<file path="config.mk">
export PLATFORM = sky130hd
export DESIGN_NAME = axi_datademux
export DESIGN_NICKNAME = d
export VERILOG_FILES = /design/src/rtl/axi_datademux.sv
export SDC_FILE = /design/constraint.sdc
export NUM_CORES = 1
export LEC_CHECK = 0
export BUFFER_PORTS_ARGS = -buffer_cell sky130_fd_sc_hd__buf_2
export CORE_ASPECT_RATIO = 0.8
export CORE_MARGIN = 4
export CORE_UTILIZATION = 45
export DETAILED_ROUTE_END_ITERATION = 10
export PLACE_DENSITY_LB_ADDON = 0.3
export SLEW_MARGIN = 10
export SYNTH_ARGS = -nofsm -noshare
export SYNTH_HDL_FRONTEND = slang
export SYNTH_SLANG_ARGS = --single-unit
</file>
<file path="constraint.sdc">
create_clock -name clk -period 6.1 [get_ports clk]
set_clock_uncertainty 0.1 [all_clocks]
set_input_delay 0 -clock clk [delete_from_list [all_inputs] [get_ports clk]]
set_output_delay 0 -clock clk [all_outputs]
set_load 0.05 [all_outputs]
</file>
<file path="src/rtl/axi_datademux.sv">
// axi_datademux: splits an interleaved 4:2:0 MCU AXI-Stream into separate Y, Cb and Cr AXI-Streams
// Ports:
//   clk, rst_n                          clock, asynchronous active-low reset
//   s_axis_*                            MCU input stream (tuser = first Y0 beat, tlast = last Cr beat)
//   m_axis_y_*                          luma output (tlast per block, tuser on first Y0 beat)
//   m_axis_cb_*, m_axis_cr_*            chroma outputs (tlast per block)
//   err_sync                            one-cycle pulse after a beat that broke MCU framing
module axi_datademux #(
    parameter int DATA_WIDTH = 32,
    parameter int BLOCK_LEN  = 64,
    parameter int Y_BLOCKS   = 4
) (
    input  logic                  clk,
    input  logic                  rst_n,
    input  logic [DATA_WIDTH-1:0] s_axis_tdata,
    input  logic                  s_axis_tvalid,
    output logic                  s_axis_tready,
    input  logic                  s_axis_tlast,
    input  logic                  s_axis_tuser,
    output logic [DATA_WIDTH-1:0] m_axis_y_tdata,
    output logic                  m_axis_y_tvalid,
    input  logic                  m_axis_y_tready,
    output logic                  m_axis_y_tlast,
    output logic                  m_axis_y_tuser,
    output logic [DATA_WIDTH-1:0] m_axis_cb_tdata,
    output logic                  m_axis_cb_tvalid,
    input  logic                  m_axis_cb_tready,
    output logic                  m_axis_cb_tlast,
    output logic [DATA_WIDTH-1:0] m_axis_cr_tdata,
    output logic                  m_axis_cr_tvalid,
    input  logic                  m_axis_cr_tready,
    output logic                  m_axis_cr_tlast,
    output logic                  err_sync
);
    localparam int CW = $clog2(BLOCK_LEN);
    typedef enum logic [1:0] {WAIT_SOF, ST_Y, ST_CB, ST_CR} state_t;
    state_t                r_state, w_state_nxt;
    logic [CW-1:0]         r_cnt, w_cnt_nxt;
    logic [1:0]            r_yblk, w_yblk_nxt;
    logic [DATA_WIDTH-1:0] r_y_data, r_cb_data, r_cr_data;
    logic                  r_y_valid, r_cb_valid, r_cr_valid;
    logic                  r_y_last, r_cb_last, r_cr_last, r_y_user, r_err;
    logic                  w_acc, w_blk_end, w_sof_exp;
    logic                  w_ld_y, w_ld_cb, w_ld_cr, w_ld_last, w_ld_user, w_err;
    // Ready follows only the register slice the current state routes into
    assign s_axis_tready = (r_state == ST_Y)  ? (!r_y_valid  || m_axis_y_tready)  :
                           (r_state == ST_CB) ? (!r_cb_valid || m_axis_cb_tready) :
                           (r_state == ST_CR) ? (!r_cr_valid || m_axis_cr_tready) : 1'b1;
    assign w_acc     = s_axis_tvalid && s_axis_tready;
    assign w_blk_end = r_cnt == CW'(BLOCK_LEN - 1);
    assign w_sof_exp = (r_state == ST_Y) && (r_cnt == '0) && (r_yblk == 2'd0);
    always_comb begin
        w_state_nxt = r_state;
        w_cnt_nxt   = r_cnt;
        w_yblk_nxt  = r_yblk;
        w_ld_y      = 1'b0;
        w_ld_cb     = 1'b0;
        w_ld_cr     = 1'b0;
        w_ld_last   = 1'b0;
        w_ld_user   = 1'b0;
        w_err       = 1'b0;
        if (w_acc) begin
            if (s_axis_tuser) begin
                // A start marker always (re)starts an MCU; only unexpected ones are errors
                w_ld_y      = 1'b1;
                w_ld_user   = 1'b1;
                w_err       = !(r_state == WAIT_SOF || w_sof_exp);
                w_state_nxt = ST_Y;
                w_cnt_nxt   = CW'(1);
                w_yblk_nxt  = 2'd0;
            end else if (w_sof_exp) begin
                w_err       = 1'b1;
                w_state_nxt = WAIT_SOF;
            end else if (r_state != WAIT_SOF) begin
                w_ld_y    = r_state == ST_Y;
                w_ld_cb   = r_state == ST_CB;
                w_ld_cr   = r_state == ST_CR;
                w_ld_last = w_blk_end || s_axis_tlast;
                w_cnt_nxt = w_blk_end ? '0 : r_cnt + CW'(1);
                if (r_state == ST_CR && w_blk_end) begin
                    w_err       = !s_axis_tlast;
                    w_state_nxt = s_axis_tlast ? ST_Y : WAIT_SOF;
                end else if (s_axis_tlast) begin
                    w_err       = 1'b1;
                    w_state_nxt = WAIT_SOF;
                    w_cnt_nxt   = '0;
                    w_yblk_nxt  = 2'd0;
                end else if (w_blk_end && r_state == ST_Y) begin
                    w_yblk_nxt  = (r_yblk == 2'(Y_BLOCKS - 1)) ? 2'd0 : r_yblk + 2'd1;
                    w_state_nxt = (r_yblk == 2'(Y_BLOCKS - 1)) ? ST_CB : ST_Y;
                end else if (w_blk_end && r_state == ST_CB) begin
                    w_state_nxt = ST_CR;
                end
            end
        end
    end
    always_ff @(posedge clk or negedge rst_n) begin
        if (!rst_n) begin
            r_state <= WAIT_SOF;
            r_cnt   <= '0;
            r_yblk  <= 2'd0;
        end else begin
            r_state <= w_state_nxt;
            r_cnt   <= w_cnt_nxt;
            r_yblk  <= w_yblk_nxt;
        end
    end
    always_ff @(posedge clk or negedge rst_n) begin
        if (!rst_n) begin
            r_y_data   <= '0;
            r_y_valid  <= 1'b0;
            r_y_last   <= 1'b0;
            r_y_user   <= 1'b0;
            r_cb_data  <= '0;
            r_cb_valid <= 1'b0;
            r_cb_last  <= 1'b0;
            r_cr_data  <= '0;
            r_cr_valid <= 1'b0;
            r_cr_last  <= 1'b0;
            r_err      <= 1'b0;
        end else begin
            r_err <= w_err;
            if (w_ld_y) begin
                r_y_data  <= s_axis_tdata;
                r_y_valid <= 1'b1;
                r_y_last  <= w_ld_last;
                r_y_user  <= w_ld_user;
            end else if (m_axis_y_tready) begin
                r_y_valid <= 1'b0;
            end
            if (w_ld_cb) begin
                r_cb_data  <= s_axis_tdata;
                r_cb_valid <= 1'b1;
                r_cb_last  <= w_ld_last;
            end else if (m_axis_cb_tready) begin
                r_cb_valid <= 1'b0;
            end
            if (w_ld_cr) begin
                r_cr_data  <= s_axis_tdata;
                r_cr_valid <= 1'b1;
                r_cr_last  <= w_ld_last;
            end else if (m_axis_cr_tready) begin
                r_cr_valid <= 1'b0;
            end
        end
    end
    assign m_axis_y_tdata   = r_y_data;
    assign m_axis_y_tvalid  = r_y_valid;
    assign m_axis_y_tlast   = r_y_last;
    assign m_axis_y_tuser   = r_y_user;
    assign m_axis_cb_tdata  = r_cb_data;
    assign m_axis_cb_tvalid = r_cb_valid;
    assign m_axis_cb_tlast  = r_cb_last;
    assign m_axis_cr_tdata  = r_cr_data;
    assign m_axis_cr_tvalid = r_cr_valid;
    assign m_axis_cr_tlast  = r_cr_last;
    assign err_sync         = r_err;
endmodule

</file>
==> summary by stage <==
Power
The post-route total power is between 0.004 and 0.005 W. The leakage power is ~3.5 nW. The peak supply drop is around 0.40 mV. Power spread over the standard cell area amounts to approximately 630 mW/mm².

Clocking
The clock-pin slew of the registers on the worst-case setup and hold paths is about 0.050 ns. The largest buffer count on any clock path is 2. The number of sinks driven by the clock tree is approximately 110. TritonCTS built the clock tree.

The root buffer selected by CTS is sky130_fd_sc_hd__clkbuf_16. In this run, CTS created clock tree buffers numbering 17. The clock reaches the later pin of the worst-skew pair after approximately 0.40 ns.

In this run the number of H-tree levels came out at 4.

Synth
The per-instance average area after synthesis is around 14 µm². The area share of the largest cell type after synthesis is between 50% and 60%. The proportion of synthesized flip-flops having asynchronous set or reset is 100%.

The most frequent cell after synthesis is sky130_fd_sc_hd__dfrtp_1. The most common flop cell mapped by yosys is sky130_fd_sc_hd__dfrtp_1. In this run, synthesis inferred 0 flip-flops with an integrated enable. The post-synthesis register bit count is around 110. The synthesized netlist occupies a cell area of ~0.005 mm². Ranked by instance count, the synthesized netlist is headed by 114 x sky130_fd_sc_hd__dfrtp_1, 66 x sky130_fd_sc_hd__mux2_2, 29 x sky130_fd_sc_hd__mux2_4. Ranked by total cell area, the synthesized netlist is headed by sky130_fd_sc_hd__dfrtp_1 58%, sky130_fd_sc_hd__mux2_2 15%, sky130_fd_sc_hd__mux2_4 8.9%, sky130_fd_sc_hd__o21ai_0 1.5%, sky130_fd_sc_hd__buf_12 1.2%. The number of library cell types mapped by synthesis is 48. Yosys printed 0 warnings. The cell count after synthesis came out at approximately 340. The post-synthesis cell type with the largest combined area is sky130_fd_sc_hd__dfrtp_1.

The sequential share of the synthesized area is 58.3%. When the netlist entered floorplanning its net count stood at around 380.

Worst setup path
The endpoint identified for the worst register-to-register timing path is r_cnt[2]$_DFFE_PN0P_. Measured in cells, the most critical reg-to-reg path has a length of 5. In this run the worst path has a maximum fanout of 16. The critical path capture point type is a register. The beginning of the worst register-to-register path is r_state[0]$_DFFE_PN0P_. The start-to-end type of the worst setup path is register to register. The required time of the critical path is 6.32 ns. The largest individual stage delay along the critical path comes from the cell sky130_fd_sc_hd__nor3_1. In this run the worst setup path terminates at r_cnt[2]$_DFFE_PN0P_. The data arrival time at the worst-slack endpoint is between 2 and 3 ns.

Tracing the worst setup path back leads to its startpoint at r_state[0]$_DFFE_PN0P_. The critical path goes through and4bb_1 > nand4b_1 > nor3_1 > nand3_1 > o21ai_0. The slack of the worst reg-to-reg path is 3.49 ns. The largest stage delay on the critical path is 0.67 ns. The kind of start point of the critical path is a register.

Routing
The final wirelength is around 12 mm. The first-pass iteration count of the detailed router is 4. The detailed router placed 3444 vias in this run. After detailed routing, the number of vias per cell comes to between 5 and 6. After detailed routing, the number of remaining DRC violations is 0. The detailed router finished its first iteration with about 170 violations.

The average routed wire per standard cell is 17.4 µm. In this run the remaining antenna-violating nets after routing total 0.

Run
Max-cap violations in this run came to 0.

Global routing
The number of global-route vias before repair came to ~3600. The first global-routing pass estimated 19.2 mm of wire. Entering global routing, the biggest net connects 73 pins. The initial antenna violation count is 0.

The global routing usage summed across all routing layers is between 10% and 20%. The total overflow reported by the global router is 0.

Floorplanning
The core region is about 0.010 mm². The initial utilization of the core area, before any placement, comes to ~47%. The vertical die dimension is between 100 and 150 µm. roughly 150 I/O pins were placed. The floorplan step defined a die boundary enclosing ~0.013 mm². The number of placement rows is 33. Measured along the x axis, the die boundary spans ~120 µm.

Hold path
The type of the tightest min-delay check is input pin to async pin.

Status
The run finished with clean final reports.

Layout
The non-filler instance count after layout is slightly below 700. Relative to the synthesized area, the layout overhead comes to 37.0%. The repair_antennas step left the layout with diodes totalling 0. The final net count is about 570. The layout has 756 filler cells. The share of layout cells above drive strength 1 is ~52%.

Placement
The placed cell count is just over 600. The detailed placement HPWL is 7.87 mm. At the end of routability-driven placement, the weighted congestion stood at about 0.85.

The total of buffers placed on input and output ports is 144.

Timing
The part of the cycle the worst path needs is between 40% and 50%. The final-layout setup total negative slack is 0 ns. The final number of max-transition violations is 0. For the pin with the worst max-slew slack, the measured transition is between 0.9 and 1 ns. Setup repair after global routing left no endpoint under its margin. The final count of negative-setup-slack endpoints is 0. The minimum clock period is 2.61 ns. Headroom to the max-slew limit came out at 39.7%. The number of hold violations in the final report is 0. The highest achievable clock rate is 383 MHz.
where the power goes:
part	switching, W	internal [W]
Clock	0.000327	0.000765
Sequential	0.000182	0.00105
Combinational	0.00137	0.000532
sequential cells by signal, summed over array words and instances, names as in the netlist:
signal,count
m_axis_y_tlast,1
r_state,2
m_axis_cb_tvalid,1
m_axis_cb_tdata,32
m_axis_cr_tdata,32
m_axis_y_tvalid,1
m_axis_cr_tvalid,1
m_axis_y_tuser,1
m_axis_cr_tlast,1
r_yblk,2
m_axis_cb_tlast,1
r_cnt,6
m_axis_y_tdata,32
err_sync,1
how the worst min path moves through the flow:
stage | slack (ns) | endpoint | from
final | 0.04 | m_axis_cr_tdata[8]$_DFFE_PN0P_ | rst_n
after global routing | 0.02 | m_axis_cb_tvalid$_DFFE_PN0P_ | m_axis_cb_tready
after CTS | 0.007 | err_sync$_DFF_PN0_ | s_axis_tlast
after detailed placement | -0.07 | m_axis_cr_tdata[8]$_DFFE_PN0P_ | rst_n
after global placement | -0.07 | m_axis_cr_tdata[8]$_DFFE_PN0P_ | rst_n
after floorplan | -0.40 | err_sync$_DFF_PN0_ | rst_n
area by class of cell:
cell class	instances	area [µm²]	area share, %
well taps	140	175	2.61
flip-flops and latches	114	2850	42.5
clock buffers	22	484	7.22
repair buffers	183	1110	16.5
clock inverters	10	178	2.65
inverters	8	30.0	0.448
multi-input cells	199	1880	28.0
critical path: cells and delay by family (launching register included):
kind,cells,cell delay [ns]
compound gates,1,0.18
flops,1,0.65
simple gates,4,1.60
kinds of logic (layout without fill, tap and decap cells):
group,count (synthesis),after routing,synth area share [%]
simple gates,57,57,7.39
mux,96,96,24.3
buf+inv,26,223,3.27
fa+ha+maj,4,4,1.02
flops,114,114,58.3
compound gates,42,42,5.70
placed cells by master (no fill, tap or decap), drive strengths merged, types with 5 or more instances in the layout:
cell | Yosys | final
dlygate4sd3 | 0 | 36
buf | 12 | 147
nand3 | 5 | 5
inv | 8 | 8
nand2 | 13 | 13
a21oi | 6 | 6
o21ai | 18 | 18
mux2 | 96 | 96
bufinv | 0 | 5
dfrtp | 114 | 114
nor2b | 5 | 5
clkbuf | 6 | 22
nor2 | 11 | 11
metrics by stage:
step | instance area [µm²] | util (%) | hold slack, ns | setup WS, ns
after floorplan | 4890 | - | -0.396 | 3.99
after global placement | 5680 | 54.4 | -0.0716 | 3.50
after detailed placement | 5680 | 54.4 | -0.0746 | 3.45
after CTS | 6710 | 64.2 | 0.00722 | 3.44
after global routing | 6710 | 64.2 | 0.0177 | 3.28
final | 6710 | 64.2 | 0.0356 | 3.49
layer usage:
layer  GRT usage, %  share of wire (%)
met2           29.0                 46
met5              0                  0
met1           25.4                 45
met3           7.17                7.7
met4           7.25                1.3
repair_timing:
action,4_1_cts,5_1_grt
setup endpoints to repair,0,0
endpoints found under the hold margin,147,0
gates resized for setup,0,0
hold buffers,36,0
setup buffers,0,0
Note: power is estimated with default switching activity, not from simulation.
